`src/rtl/ife_pkg.sv`:
```
// Shared types and helpers for the IFE in-flight block tracker.
package ife_pkg;

   typedef enum logic [1:0] {FREE, WAIT, DONE_OK, DONE_FAIL} entry_state_t;
   typedef enum logic {IDLE, REPLAY} retire_state_t;

   function automatic int ptr_width(input int depth);
      return (depth > 1) ? $clog2(depth) : 1;
   endfunction

endpackage

```
`src/rtl/ife_id_match.sv`:
```
// Oldest-first lookup of a block ID among the WAIT entries of the in-flight table.
module ife_id_match
   import ife_pkg::*;
#(
   parameter int ID_W  = 8,
   parameter int DEPTH = 4,
   localparam int PTR_W = ptr_width(DEPTH)
) (
   input  logic [DEPTH*ID_W-1:0] ids,
   input  logic [DEPTH-1:0]      waiting,
   input  logic [PTR_W-1:0]      head,
   input  logic [ID_W-1:0]       key,
   output logic                  hit,
   output logic [PTR_W-1:0]      idx
);

   logic [PTR_W-1:0] pos;

   always_comb begin
      hit = 1'b0;
      idx = '0;
      pos = '0;
      // Scan youngest to oldest so the oldest hit is the one that sticks.
      for (int k = DEPTH-1; k >= 0; k--) begin
         pos = head + PTR_W'(k);
         if (waiting[pos] && (ids[pos*ID_W +: ID_W] == key)) begin
            hit = 1'b1;
            idx = pos;
         end
      end
   end

endmodule

```
`src/rtl/ife_inflight_tracker.sv`:
```
// In-flight table for blocks dispatched to the parallel cores: matches commit
// results by ID, times out stragglers and retires blocks in dispatch order.
module ife_inflight_tracker
   import ife_pkg::*;
#(
   parameter int BLOCK_ID_WIDTH = 8,
   parameter int INSTR_WIDTH    = 32,
   parameter int BLOCK_SIZE     = 4,
   parameter int NUM_CORES      = 4,
   parameter int DEPTH          = 4,
   parameter int TIMEOUT_CYCLES = 64
) (
   input  logic                               clk,
   input  logic                               rst,
   input  logic                               disp_valid,
   output logic                               disp_ready,
   input  logic [BLOCK_ID_WIDTH-1:0]          disp_block_id,
   input  logic [BLOCK_SIZE*INSTR_WIDTH-1:0]  disp_block_data,
   input  logic [NUM_CORES-1:0]               disp_core_mask,
   input  logic                               res_valid,
   input  logic [BLOCK_ID_WIDTH-1:0]          res_block_id,
   input  logic                               res_ok,
   output logic                               serial_valid,
   input  logic                               serial_ready,
   output logic [BLOCK_ID_WIDTH-1:0]          serial_block_id,
   output logic [BLOCK_SIZE*INSTR_WIDTH-1:0]  serial_block_data,
   output logic                               retire_valid,
   output logic [BLOCK_ID_WIDTH-1:0]          retire_block_id,
   output logic                               retire_ok,
   output logic [NUM_CORES-1:0]               core_reserved_mask,
   output logic [$clog2(DEPTH+1)-1:0]         inflight_count,
   output logic                               timeout_evt,
   output logic                               unmatched_err
);

   localparam int PTR_W     = ptr_width(DEPTH);
   localparam int CNT_W     = $clog2(DEPTH+1);
   localparam int DATA_BITS = BLOCK_SIZE*INSTR_WIDTH;
   localparam int TMR_W     = $clog2(TIMEOUT_CYCLES);
   // An entry is given up on the edge its timer would reach TIMEOUT_CYCLES-1.
   localparam logic [TMR_W-1:0] TMR_LAST = TMR_W'(TIMEOUT_CYCLES-2);

   typedef struct packed {
      logic [BLOCK_ID_WIDTH-1:0] id;
      logic [DATA_BITS-1:0]      data;
      logic [NUM_CORES-1:0]      mask;
      logic [TMR_W-1:0]          timer;
      entry_state_t              state;
   } entry_t;

   entry_t                       tbl   [DEPTH];
   entry_t                       tbl_n [DEPTH];
   logic [PTR_W-1:0]             head, tail;
   logic [CNT_W-1:0]             count;
   retire_state_t                rstate;
   logic                         do_alloc, do_free, tmo_any, m_hit, res_hit;
   logic [PTR_W-1:0]             m_idx;
   logic [DEPTH*BLOCK_ID_WIDTH-1:0] ids_flat;
   logic [DEPTH-1:0]             waiting;
   logic [NUM_CORES-1:0]         mask_n;

   assign disp_ready     = (count < CNT_W'(DEPTH)) && rst;
   assign inflight_count = count;
   assign do_alloc       = disp_valid && disp_ready;
   assign do_free        = ((rstate == IDLE) && (tbl[head].state == DONE_OK)) ||
                           ((rstate == REPLAY) && serial_valid && serial_ready);
   assign res_hit        = res_valid && m_hit;

   always_comb begin
      ids_flat = '0;
      waiting  = '0;
      for (int i = 0; i < DEPTH; i++) begin
         ids_flat[i*BLOCK_ID_WIDTH +: BLOCK_ID_WIDTH] = tbl[i].id;
         waiting[i] = (tbl[i].state == WAIT);
      end
   end

   ife_id_match #(.ID_W(BLOCK_ID_WIDTH), .DEPTH(DEPTH)) u_match (
      .ids     (ids_flat),
      .waiting (waiting),
      .head    (head),
      .key     (res_block_id),
      .hit     (m_hit),
      .idx     (m_idx)
   );

   always_comb begin
      tmo_any = 1'b0;
      mask_n  = '0;
      for (int i = 0; i < DEPTH; i++) begin
         tbl_n[i] = tbl[i];
         if (tbl[i].state == WAIT) begin
            if (res_hit && (m_idx == PTR_W'(i))) begin
               tbl_n[i].state = res_ok ? DONE_OK : DONE_FAIL;
            end else if (tbl[i].timer == TMR_LAST) begin
               tbl_n[i].state = DONE_FAIL;
               tmo_any        = 1'b1;
            end else begin
               tbl_n[i].timer = tbl[i].timer + 1'b1;
            end
         end
      end
      if (do_free) tbl_n[head].state = FREE;
      if (do_alloc) begin
         tbl_n[tail].id    = disp_block_id;
         tbl_n[tail].data  = disp_block_data;
         tbl_n[tail].mask  = disp_core_mask;
         tbl_n[tail].timer = '0;
         tbl_n[tail].state = WAIT;
      end
      for (int i = 0; i < DEPTH; i++)
         if (tbl_n[i].state != FREE) mask_n = mask_n | tbl_n[i].mask;
   end

   always_ff @(posedge clk) begin
      if (!rst) begin
         for (int i = 0; i < DEPTH; i++) begin
            tbl[i].state <= FREE;
            tbl[i].timer <= '0;
         end
         head               <= '0;
         tail               <= '0;
         count              <= '0;
         core_reserved_mask <= '0;
         timeout_evt        <= 1'b0;
         unmatched_err      <= 1'b0;
      end else begin
         for (int i = 0; i < DEPTH; i++) tbl[i] <= tbl_n[i];
         head               <= head + PTR_W'(do_free);
         tail               <= tail + PTR_W'(do_alloc);
         count              <= count + CNT_W'(do_alloc) - CNT_W'(do_free);
         core_reserved_mask <= mask_n;
         timeout_evt        <= tmo_any;
         if (res_valid && !m_hit) unmatched_err <= 1'b1;
      end
   end

   // Retire FSM: in-order retirement, failed heads detour through the serial port.
   always_ff @(posedge clk) begin
      if (!rst) begin
         rstate            <= IDLE;
         retire_valid      <= 1'b0;
         retire_ok         <= 1'b0;
         retire_block_id   <= '0;
         serial_valid      <= 1'b0;
         serial_block_id   <= '0;
         serial_block_data <= '0;
      end else begin
         retire_valid <= 1'b0;
         case (rstate)
            IDLE: begin
               if (tbl[head].state == DONE_OK) begin
                  retire_valid    <= 1'b1;
                  retire_ok       <= 1'b1;
                  retire_block_id <= tbl[head].id;
               end else if (tbl[head].state == DONE_FAIL) begin
                  rstate            <= REPLAY;
                  serial_valid      <= 1'b1;
                  serial_block_id   <= tbl[head].id;
                  serial_block_data <= tbl[head].data;
               end
            end
            REPLAY: begin
               if (serial_ready) begin
                  rstate          <= IDLE;
                  serial_valid    <= 1'b0;
                  retire_valid    <= 1'b1;
                  retire_ok       <= 1'b0;
                  retire_block_id <= serial_block_id;
               end
            end
            default: rstate <= IDLE;
         endcase
      end
   end

endmodule

```
`config.mk`:
```
export PLATFORM = sky130hd
export DESIGN_NAME = ife_inflight_tracker
export DESIGN_NICKNAME = d
export VERILOG_FILES = /design/src/rtl/ife_pkg.sv /design/src/rtl/ife_id_match.sv /design/src/rtl/ife_inflight_tracker.sv
export SDC_FILE = /design/constraint.sdc
export NUM_CORES = 1
export LEC_CHECK = 0
export ABC_AREA = 1
export CORE_AREA = 2 2 309 311
export CTS_CLUSTER_DIAMETER = 120
export CTS_CLUSTER_SIZE = 24
export DETAILED_ROUTE_END_ITERATION = 7
export DIE_AREA = 0 0 311 313
export SLEW_MARGIN = 20
export SYNTH_ARGS = -nofsm -noshare
export SYNTH_HDL_FRONTEND = slang
export SYNTH_SLANG_ARGS = --single-unit
```
`constraint.sdc`:
```
create_clock -name clk -period 11.1 [get_ports clk]
set_input_delay 2.22 -clock clk [delete_from_list [all_inputs] [get_ports clk]]
set_output_delay 2.22 -clock clk [all_outputs]
set_load 0.03 [all_outputs]
```
==> run_results.csv <==
group,metric,value,unit
status,status,"finished, final reports clean",
detailed_routing,via_per_inst,5.12,
pwr,leakagePower,12.8,nW
clocking,cts_made_buffers,38,
detailed_routing,ant_nets,0,
setup_path,worstSetupEndpointType,"primary output",
finish,fin_nets,3788,
finish,n_fill_cell,9338,
setup_path,max_stage_delay,0.69,ns
clocking,cts_setup_buffers,0,
worst_hold_path,min_path_type,"flip-flop to flip-flop",
clocking,h-tree-depth,2,
sta,finalSetupTns,0,ns
yosys,netlist_instances,3475,
sta,fin_skew,0.0251,ns
sta,setup_viol,0,
global_routing,grt_max_degree,207,
sta,worst_pin_slew,1.06,ns
pwr,p_sw,0.00232,W
floorplan,die_h,313,um
placement,place_inst,4842,
global_routing,grt_first_pass_wirelength,143000,um
yosys,ys.warnings.count,0,
clocking,postCtsHoldBufs,0,
detailed_routing,wl_per_cell,19.2,um
global_routing,grt_usage,18.7,%
yosys,synth_common_cells,"nor2_1, edfxtp_1, o21ai_0",
setup_path,crit_path_max_fanout,125,
pwr,p_comb_share,27.7,%
setup_path,cp_data_required_time,8.88,ns
setup_path,crit_slowest_cell,"clkdlybuf4s50_1",
floorplan,io_pins,311,
yosys,synthDistinctLibCells,41,
detailed_routing,firstDrtPassIters,8,
clocking,clock-root-buffer,"clkbuf_16",
setup_path,criticalPathCategory,"input pin to primary output",
clocking,path_clk_slew,0.08,ns
detailed_routing,num_vias,25167,
floorplan,rows,113,
sta,hold_violations,0,
sta,min_period_over_period,53.9,%
pwr,ir_drop,0.179,mV
yosys,synthFlopType,"edfxtp_1",
sta,fmax,0.167,GHz
sta,min_period,5.98,ns
yosys,synth_area_per_cell,9.39,um2
yosys,synthDominantCellAreaShare,51.5,%
pwr,p_per_area,179,nW/um2
yosys,synth_edf_count,560,
setup_path,cp.arrival,3.76,ns
clocking,clock_sinks,753,
setup_path,path_cells,"buf_8 -> clkinv_1 -> nor2_1 -> clkdlybuf4s50_1",
yosys,synthTopCellsByArea,"edfxtp_1, dfxtp_1, nor2_1, o21ai_0, nand2_1",
sta,hold_ws,0.446,ns
floorplan,core-area,94200,um2
sta,slew_headroom,29.3,%
clocking,cts_tree,"yes",
yosys,yosysMostFrequentCell,"nor2_1",
global_routing,grt_antenna_before_repair,2,
finish,n_antenna_cell,0,
run,maxCapViolations,0,
pwr,clockPowerShare,23.9,%
sta,rsz0062_at_grt,"no",
yosys,yosysSeqAreaShare,63.3,%
yosys,syn_area,32600,um2
yosys,synth_nets,3646,
floorplan,start_util,34.7,%
placement,gp_congestion,0.833,
floorplan,fp.dieArea,97300,um2
pwr,seqPwrFrac,48.4,%
detailed_routing,first_iter_violations,2006,
floorplan,dieWidth,311,um
detailed_routing,routed_wl,94400,um
pwr,p_sw_share,34.2,%
yosys,synth_top_area_cell,"edfxtp_1",
placement,port_buffers,310,
pwr,intPower,0.00448,W
clocking,cts.path.max_buffers,3,
finish,drive_gt1_share,2.88,%
global_routing,first_global_vias,24055,
clocking,cts_resized,0,
finish,fin_util,40.2,%
finish,stdcell_count,4911,
yosys,synth-seq-cells,753,
placement,hpwlAfterDp,51800,um
detailed_routing,route.detailed.drc,0,
sta,finalMaxSlewViolations,0,
finish,area_growth,16.1,%
pwr,power.total,0.00680,W
setup_path,start_kind,"input pin",
yosys,async_flop_share,0,%
global_routing,grt_overflow,0,
clocking,clock_latency,0.60,ns
-- power groups by stage --
stage               sequential [W]  combinational [W]  clock, W
floorplan                  0.00353            0.00105         0
global placement           0.00336            0.00188         0
detailed placement         0.00336            0.00189         0
CTS                        0.00329            0.00190   0.00166
global route               0.00331            0.00207   0.00175
finish                     0.00329            0.00188   0.00162
-- metal layers --
metal	global-route usage [%]	wire length [um]	part of all wire, %
met1	25.3	41500	44
met2	31.7	45400	48
met3	2.47	5270	5.6
met4	4.78	2110	2.2
met5	0	28	0.030
-- critical path: cells and delay by family --
kind          cells  cell delay (ns)
buf+inv           3             1.38
simple gates      1             0.16
-- layout make-up --
type / instances / area [um2] / share of cell area (%)
inverters: 214 / 828 / 2.19
flip-flops and latches: 753 / 20700 / 54.6
multi-input cells: 2277 / 10300 / 27.1
repair buffers: 333 / 3360 / 8.87
clock buffers: 62 / 1050 / 2.77
clock inverters: 7 / 100 / 0.264
well taps: 1265 / 1580 / 4.18
-- sequential cells by signal, indices dropped and copies added (netlist names) --
signal	count
retire_ok	1
serial_block_data	128
rstate	1
timeout_evt	1
tail	2
inflight_count	3
unmatched_err	1
core_reserved_mask	4
serial_block_id	8
tbl	592
retire_block_id	8
serial_valid	1
head	2
retire_valid	1
-- logic make-up (layout without fill, tap and decap cells) --
logic type	Yosys count	in the layout	share of synthesized area, %
adders and majority gates	17	17	0.675
and+or+nand+nor	1473	1473	17.8
xor gates and xnor gates	15	15	0.402
DFF	753	753	63.3
AOI/OAI and AO/OA	772	772	12.5
buffers and inverters	445	616	5.25
-- worst paths after layout --
path,endpoint,cells after the start,from,slack [ns]
max,disp_ready,4,rst,5.12
max reg2reg,core_reserved_mask[0]$_SDFF_PN0_,19,head[1]$_SDFF_PN0_,6.41
min,serial_block_data[95]$_SDFFE_PN0P_,2,serial_block_data[95]$_SDFFE_PN0P_,0.45
min reg2reg,serial_block_data[95]$_SDFFE_PN0P_,2,serial_block_data[95]$_SDFFE_PN0P_,0.45
-- placed cells by master (no fill, tap or decap), types with 12 or more instances in the layout --
cell             count
a31oi_1             12
clkbuf_1            23
edfxtp_1           560
inv_1              201
o21ai_0            439
ha_1                16
nand3_1            126
o22ai_1            128
nor2_1             885
dfxtp_1            191
nand4_1             12
buf_4               16
clkbuf_16           38
clkdlybuf4s50_1    309
nand2_1            414
a21oi_1            179
-- metrics by stage --
| stage | worst slack (ns) | area (um2) |
|---|---|---|
| 2_1_floorplan | 0.276 | 32600 |
| 5_1_grt | 4.95 | 37900 |
| 3_3_place_gp | 4.96 | 36700 |
| 3_5_place_dp | 4.91 | 36700 |
| 6_report | 5.12 | 37900 |
| 4_1_cts | 5.03 | 37900 |
No activity file was read; power rests on OpenSTA's default activity.
